==> src/rtl/addsub_rr_sched.sv <==
// Round-robin scheduler sharing one add/subtract datapath between NUM_REQ requesters.
// Operands are registered on grant; the unit's result is captured one cycle later.
module addsub_rr_sched #(
    parameter int NUM_REQ = 4,
    parameter int WIDTH   = 32,
    parameter int ID_W    = 2
) (
    input  logic                     clk_i,
    input  logic                     rst_i,
    input  logic [NUM_REQ-1:0]       req_valid_i,
    output logic [NUM_REQ-1:0]       req_ready_o,
    input  logic [NUM_REQ*WIDTH-1:0] req_a_i,
    input  logic [NUM_REQ*WIDTH-1:0] req_b_i,
    input  logic [NUM_REQ-1:0]       req_sub_i,
    output logic                     rsp_valid_o,
    input  logic                     rsp_ready_i,
    output logic [ID_W-1:0]          rsp_id_o,
    output logic [WIDTH-1:0]         rsp_result_o,
    output logic                     rsp_cout_o,
    output logic [WIDTH-1:0]         au_a_o,
    output logic [WIDTH-1:0]         au_b_o,
    output logic                     au_cin_o,
    input  logic [WIDTH-1:0]         au_result_i,
    input  logic                     au_cout_i
);

    typedef enum logic [1:0] {
        IDLE,
        EXEC,
        RESP
    } state_t;

    state_t state;
    state_t state_nxt;

    logic [ID_W-1:0]    ptr;
    logic [ID_W-1:0]    id;
    logic [WIDTH-1:0]   op_a;
    logic [WIDTH-1:0]   op_b;
    logic               op_sub;

    logic               gnt_any;
    logic [ID_W-1:0]    gnt_idx;
    logic [ID_W:0]      scan;
    logic [NUM_REQ-1:0] gnt_vec;
    logic [WIDTH-1:0]   sel_a;
    logic [WIDTH-1:0]   sel_b;
    logic               sel_sub;

    // Search ptr, ptr+1, ... modulo NUM_REQ for the first valid request.
    always_comb begin
        gnt_any = 1'b0;
        gnt_idx = '0;
        scan    = '0;
        for (int i = 0; i < NUM_REQ; i++) begin
            scan = {1'b0, ptr} + (ID_W+1)'(i);
            if (scan >= (ID_W+1)'(NUM_REQ)) begin
                scan = scan - (ID_W+1)'(NUM_REQ);
            end
            if (!gnt_any && req_valid_i[scan[ID_W-1:0]]) begin
                gnt_any = 1'b1;
                gnt_idx = scan[ID_W-1:0];
            end
        end
    end

    always_comb begin
        gnt_vec = '0;
        sel_a   = req_a_i[WIDTH-1:0];
        sel_b   = req_b_i[WIDTH-1:0];
        sel_sub = req_sub_i[0];
        for (int k = 0; k < NUM_REQ; k++) begin
            if (gnt_idx == ID_W'(k)) begin
                gnt_vec[k] = (state == IDLE) && gnt_any;
                sel_a      = req_a_i[k*WIDTH +: WIDTH];
                sel_b      = req_b_i[k*WIDTH +: WIDTH];
                sel_sub    = req_sub_i[k];
            end
        end
    end

    always_comb begin
        state_nxt = state;
        unique case (state)
            IDLE: if (gnt_any) state_nxt = EXEC;
            EXEC: state_nxt = RESP;
            RESP: if (rsp_ready_i) state_nxt = IDLE;
            default: state_nxt = IDLE;
        endcase
    end

    always_ff @(posedge clk_i or posedge rst_i) begin
        if (rst_i) begin
            state <= IDLE;
        end else begin
            state <= state_nxt;
        end
    end

    always_ff @(posedge clk_i or posedge rst_i) begin
        if (rst_i) begin
            ptr          <= '0;
            id           <= '0;
            op_a         <= '0;
            op_b         <= '0;
            op_sub       <= 1'b0;
            rsp_id_o     <= '0;
            rsp_result_o <= '0;
            rsp_cout_o   <= 1'b0;
        end else begin
            if (state == IDLE && gnt_any) begin
                op_a   <= sel_a;
                op_b   <= sel_b;
                op_sub <= sel_sub;
                id     <= gnt_idx;
                if (gnt_idx == ID_W'(NUM_REQ-1)) begin
                    ptr <= '0;
                end else begin
                    ptr <= gnt_idx + 1'b1;
                end
            end
            // The shared unit settles within the EXEC cycle.
            if (state == EXEC) begin
                rsp_result_o <= au_result_i;
                rsp_cout_o   <= au_cout_i;
                rsp_id_o     <= id;
            end
        end
    end

    assign req_ready_o = gnt_vec;
    assign rsp_valid_o = (state == RESP);
    assign au_a_o      = op_a;
    assign au_b_o      = op_b;
    assign au_cin_o    = op_sub;

endmodule

==> config.mk <==
export PLATFORM = sky130hd
export DESIGN_NAME = addsub_rr_sched
export DESIGN_NICKNAME = d
export VERILOG_FILES = /design/src/rtl/addsub_rr_sched.sv
export SDC_FILE = /design/constraint.sdc
export NUM_CORES = 1
export LEC_CHECK = 0
export CAP_MARGIN = 20
export CORE_AREA = 2 2 158 160
export DETAILED_ROUTE_END_ITERATION = 12
export DIE_AREA = 0 0 160 162
export RECOVER_POWER = 100
export SLEW_MARGIN = 20
export SYNTH_ARGS = -nofsm -noshare
export SYNTH_HDL_FRONTEND = slang
export SYNTH_SLANG_ARGS = --single-unit
==> constraint.sdc <==
create_clock -name clk_i -period 5.7 [get_ports clk_i]
set_input_delay 0.57 -clock clk_i [delete_from_list [all_inputs] [get_ports clk_i]]
set_output_delay 0.57 -clock clk_i [all_outputs]
set_load 0.05 [all_outputs]
### After elaboration in Yosys (flattened, before gate mapping)

Index checks and enable logic that the tools add are counted.

| storage, ports and cells | value |
|---|---|
| register bits after elaboration | 106 |
| bits in latches | 0 |
| RAM bits | 0 |
| bits in read-only memories | 0 |
| input port bits | 300 |
| output and inout port bits | 105 |
| word-level logic and storage cells | 79 |
| memories | 0 |

| operators by class | value |
|---|---|
| add/subtract/negate cells | 8 |
| $mul | 0 |
| div/mod/pow operators | 0 |
| $lt $le $gt $ge | 8 |
| eq/ne operators | 7 |
| shift-type cells | 0 |
| multiplexer cells | 37 |
| bitwise gates (word level) | 0 |
| reduce and logical (&&, ||, !) cells | 10 |

Operators by type and width:

| operator | number |
|---|---|
| $mux W32 | 6 |
| $mux W2 | 11 |
| $mux W1 | 15 |
| $lt A2 B3 Y1 const B | 4 |
| $ge A3 B3 Y1 const B | 3 |
| $bmux W1 S2 | 4 |
| $sub A2 B1 Y2 const B | 4 |
| $add A2 B2 Y3 const B | 2 |
| $eq A2 B2 Y1 const B | 3 |
| $pmux W2 S3 | 1 |
| $eq A2 B1 Y1 const B | 2 |
| $logic_and A1 B1 Y1 | 4 |
| $logic_not A2 Y1 | 2 |
| $add A2 B1 Y3 const B | 1 |
| $ge A2 B3 Y1 const B | 1 |
| $logic_not A1 Y1 | 3 |
| $add A2 B1 Y2 const B | 1 |
| $ne A2 B1 Y1 const B | 1 |
| $ne A2 B2 Y1 const B | 1 |
| $reduce_and A2 Y1 | 1 |

### Logic depth before layout (Yosys ltp)

| logic depth | value |
|---|---|
| depth after elaboration | 18 |
| depth in mapped cells | 9 |
| depth with buffers taken out | 7 |

### Least setup slack after synthesis

OpenSTA, ideal clock, no wires.

| path | value |
|---|---|
| path kind | input to output |
| start point | in req_valid_i[1] |
| end point | out req_ready_o[2] |
| arrival | 2.471 ns |
| required time | 5.130 ns |
| path slack | 2.659 ns |
| cell stages on the path | 8 |
| buffers on the path | 3 |
| path through | and3b_1 a31oi_1 and3_1 ha_1 buf_2 buf_2 buf_1 and3_1 |

| on the way | value |
|---|---|
| cells in the longest elaborated chain, start to end | 14 |
| elaborated cells between the ends (all ways) | 25 |
| classes of those cells | 1 x eq/ne; 17 x mux; 7 x reduce/logical |

RTL lines:

| element | RTL line | RTL |
|---|---|---|
| start, declared | 10 | `input logic [NUM_REQ-1:0] req_valid_i,` |
| $bmux W1 S2 | 60 | `if (!gnt_any && req_valid_i[scan[ID_W-1:0]]) begin` |
| $mux W1 (implied by the code) | 60 |  |
| $mux W1 | 60 |  |
| $logic_not A1 Y1 | 60 |  |
| $logic_and A1 B1 Y1 | 60 |  |
| $mux W1 | 60 |  |
| $logic_not A1 Y1 | 60 |  |
| $logic_and A1 B1 Y1 | 60 |  |
| $mux W1 | 60 |  |
| $logic_not A1 Y1 | 60 |  |
| $logic_and A1 B1 Y1 | 60 |  |
| $mux W2 * | 60 |  |
| named net gnt_idx[1] | 43 | `logic [ID_W-1:0] gnt_idx;` |
| $eq A2 B2 Y1 * | 73 | `if (gnt_idx == ID_W'(k)) begin` |
| $mux W1 * | 73 |  |
| end, declared | 11 | `output logic [NUM_REQ-1:0] req_ready_o,` |

The timed path passes the listed nets; every way through them passes the cells marked *. The select of a mux whose other input is x is not followed.

### Worst setup path in the final report

| path | value |
|---|---|
| start point | in req_valid_i[0] |
| end point | out req_ready_o[0] |

| on the way | value |
|---|---|
| cells in the longest elaborated chain, start to end | 14 |
| elaborated cells between the ends (all ways) | 25 |
| classes of those cells | 17 x mux; 8 x reduce/logical |

RTL lines:

| element | RTL line |
|---|---|
| $bmux W1 S2 | 60 |
| $mux W1 (implied by the code) | 60 |
| $mux W1 | 60 |
| $logic_not A1 Y1 | 60 |
| $logic_and A1 B1 Y1 | 60 |
| $mux W1 | 60 |
| $logic_not A1 Y1 | 60 |
| $logic_and A1 B1 Y1 | 60 |
| $mux W1 | 60 |
| $logic_not A1 Y1 | 60 |
| $logic_and A1 B1 Y1 | 60 |
| $mux W2 / $mux W1 (equally long branches) | 60 |
| $logic_not A2 Y1 / $logic_and A1 B1 Y1 (equally long branches) | 73, 74 |
| $mux W1 * | 73 |

Mark *: on every way between the ends. The rest lies on a longest branch, timed or not. The select of a mux whose other input is x is not followed.

==> results.py <==
metrics = {
    "outcome": {
        "status": "finished with violations",
        "failed_checks": "max-capacitance violations, max-slew violations",
    },
    "synthesis": {
        "synth_area_sq_mm": 0.006213,
        "avgSynthCellArea_sq_um": 9.770,
        "ys_warn_count": 0,
        "synth_fp_nets": 940,
        "ys_seq_area_share_pct": 42.69,
        "syn_inst": 636,
        "yosys.area.top_type_share_pct": 42.69,
        "synth_top_area_cell": "dfrtp_1",
        "synthDistinctLibCells": 27,
        "yosys_register_bits": 106,
        "synth.top_cells.by_area": "dfrtp_1, mux2_2, o211ai_1, nand2b_1, a31oi_1",
    },
    "detailed_routing": {
        "wire_per_inst_um": 18.50,
        "drc": 0,
        "antenna_left": 0,
        "drt_iter0_drc": 279,
        "num_vias": 6264,
        "avgViaCountPerCell": 4.710,
        "wl_mm": 24.60,
        "dr.pass1.iters": 4,
    },
    "sta": {
        "hold_viol": 0,
        "post-route-period-util_pct": 73.77,
        "finalClockSkew_ps": 9.288,
        "finalSetupTns_ps": 0,
        "slew_viol_final": 148,
        "max_freq_mhz": 237.8,
        "slew_headroom_pct": -43.28,
        "worst_slew_pin_slew_ps": 2137,
        "post-route-min-period_ps": 4205,
        "finalSetupViolCount": 0,
        "rsz0062_at_grt": "no",
    },
    "global_route": {
        "globalRouteMet3Util_pct": 4.852,
        "grt_first_pass_wirelength_mm": 37.64,
        "antenna_found_initial": 1,
        "grtUsageMet2_pct": 32.92,
        "grt_pass1_vias": 6492,
        "busiest_layer": "met2",
        "grt_max_degree": 81,
        "grt.overflow.total": 0,
        "track_usage_pct": 18.71,
        "met1_usage_pct": 22.13,
    },
    "pwr": {
        "p_leak_nw": 3.957,
        "ir_drop_mv": 0.2536,
        "power_density_mw_per_mm2": 549.5,
    },
    "setup_path": {
        "crit_path_top_delay_cell": "or4_1",
        "cp-start-kind": "input port",
        "cp_common_cell": "dlygate4sd3_1",
        "critPathMaxFanout": 38,
        "worstRegToRegCells": 8,
        "crit_family": "simple AND/OR/NAND/NOR gates",
        "cp.depth": 4,
        "crit_path_end_kind": "output pin",
        "worst-setup-path-type": "input port to output pin",
        "crit_chain": "dlygate4sd3_1 -> or4_1 -> and3_1 -> dlygate4sd3_1",
        "cp_data_required_time_ps": 5130,
        "cp.arrival_ps": 3630,
        "timing.rr.end": "au_b_o[18]",
        "slowest_delay_ps": 1190,
        "critPathBufInv": 2,
        "r2r_setup_slack_ps": 2550,
        "timing.rr.start": "ptr[1]",
    },
    "worst_hold_path": {
        "worstHoldPathCells": 1,
        "hp-start": "rsp_result_o[14]",
        "hold_path_end": "rsp_result_o[14]",
        "min_path_type": "register to register",
    },
    "place": {
        "portBuffers": 404,
        "place_inst": 1313,
        "dp_hpwl_mm": 18.14,
        "placed_area_sq_mm": 0.01051,
        "finalWeightedCongestion": 0.8127,
    },
    "cells_and_area": {
        "final_cells": 1330,
        "final_layout_size_suffix_gt1_share_pct": 13.43,
        "final_cell_mix": "clkdlybuf4s50_1, dlygate4sd3_1, dfrtp_1",
        "fill_cells": 2390,
        "synthToLayoutAreaGrowth_pct": 74.14,
        "register_area_sq_mm": 0.002653,
        "multi_input_area_sq_mm": 0.003306,
        "nets": 1304,
        "final_design_area_no_fill_sq_mm": 0.01082,
        "mostFrequentLayoutCell": "clkdlybuf4s50_1",
    },
    "cts": {
        "cts.clk_slew.worst_paths_ps": 70,
        "cts-root-buf": "clkbuf_16",
        "h-tree-depth": 3,
        "cts_resized": 0,
        "ctsHoldBuffers": 0,
        "clockBufferDepth": 2,
        "cts_tree": "done",
        "insertion_delay_ps": 360,
        "cts_inserted_buffers": 9,
        "clock_sinks": 106,
        "postCtsSetupRepairBufs": 0,
    },
    "die": {
        "die_area_sq_mm": 0.02592,
        "start_util_pct": 25.78,
        "fp-row-count": 57,
        "boundaryPins": 405,
        "die_w_um": 160,
        "die_height_um": 162,
        "core-area_sq_mm": 0.02411,
    },
    "run": {
        "drv_cap": 3,
    },
}
## Yosys cell counts (all sizes together)
cell / instances
a21oi: 68
and3b: 1
nor2: 4
or4: 1
nor2b: 1
mux2: 99
a21o: 1
o21ai: 4
dfrtp: 106
a32o: 1
nand2: 68
buf: 17
nand3b: 1
o211ai: 65
nand3: 3
inv: 6
clkbuf: 44
nand2b: 68
ha: 4
a41o: 1
a31oi: 67
and3: 6
## layer usage
layer | part of all wire [%] | vias up | wire length (um)
li1 | - | 3058 | -
met1 | 40 | 2885 | 9840
met2 | 50 | 287 | 12260
met3 | 7.6 | 34 | 1881
met4 | 2.5 | 0 | 615
met5 | 0 | - | 0
## sequential cells by signal (all words and copies together) (netlist names)
register	count
au_b_o	32
rsp_cout_o	1
state	2
rsp_id_o	2
au_cin_o	1
au_a_o	32
id	2
rsp_result_o	32
ptr	2
## through the flow
| stage | setup slack (ps) | hold WS, ps | power (mW) | util [%] |
|---|---|---|---|---|
| after CTS | 1698 | 511.5 | 6.183 | 44.91 |
| after global placement | 1741 | 469.0 | 5.445 | 43.59 |
| final | 1495 | 501.8 | 5.946 | 44.89 |
| after detailed placement | 1712 | 492.1 | 5.478 | 43.59 |
| after floorplan | 2341 | 461.9 | 4.070 | - |
| after global routing | 1340 | 522.9 | 6.308 | 44.88 |
## logic make-up (layout without fill, tap and decap cells)
logic type	after synthesis	after routing	share of synthesized area (%)
fa+ha+maj	4	4	0.8055
compound gates	207	207	21.24
simple gates	153	153	12.65
buf+inv	67	436	4.672
flops	106	106	42.69
mux	99	99	17.94
other cells	0	1	0
## layout make-up
type | instances | share of cell area (%)
Sequential cell | 106 | 24.51
Tap cell | 324 | 3.747
Inverter | 6 | 0.2197
Clock buffer | 9 | 2.081
Multi-Input combinational cell | 463 | 30.55
Timing Repair Buffer | 414 | 38.01
Antenna cell | 1 | 0.02313
Clock inverter | 7 | 0.8557
## power by group
group / total (mW) / switching [mW] / internal, mW
combinational: 3.93 / 2.53 / 1.39
clock: 0.685 / 0.331 / 0.354
sequential: 1.34 / 0.190 / 1.15
total: 5.95 / 3.05 / 2.89
## worst max-delay path by stage
stage | start | end | slack (ps)
after floorplan | rst_i | au_a_o[0] | 2340
after global placement | req_valid_i[3] | req_ready_o[1] | 1740
after detailed placement | req_valid_i[3] | req_ready_o[1] | 1710
after CTS | req_valid_i[3] | req_ready_o[1] | 1700
after global routing | req_valid_i[0] | req_ready_o[0] | 1340
final | req_valid_i[0] | req_ready_o[0] | 1500
Note: power is estimated with default switching activity, not from simulation.
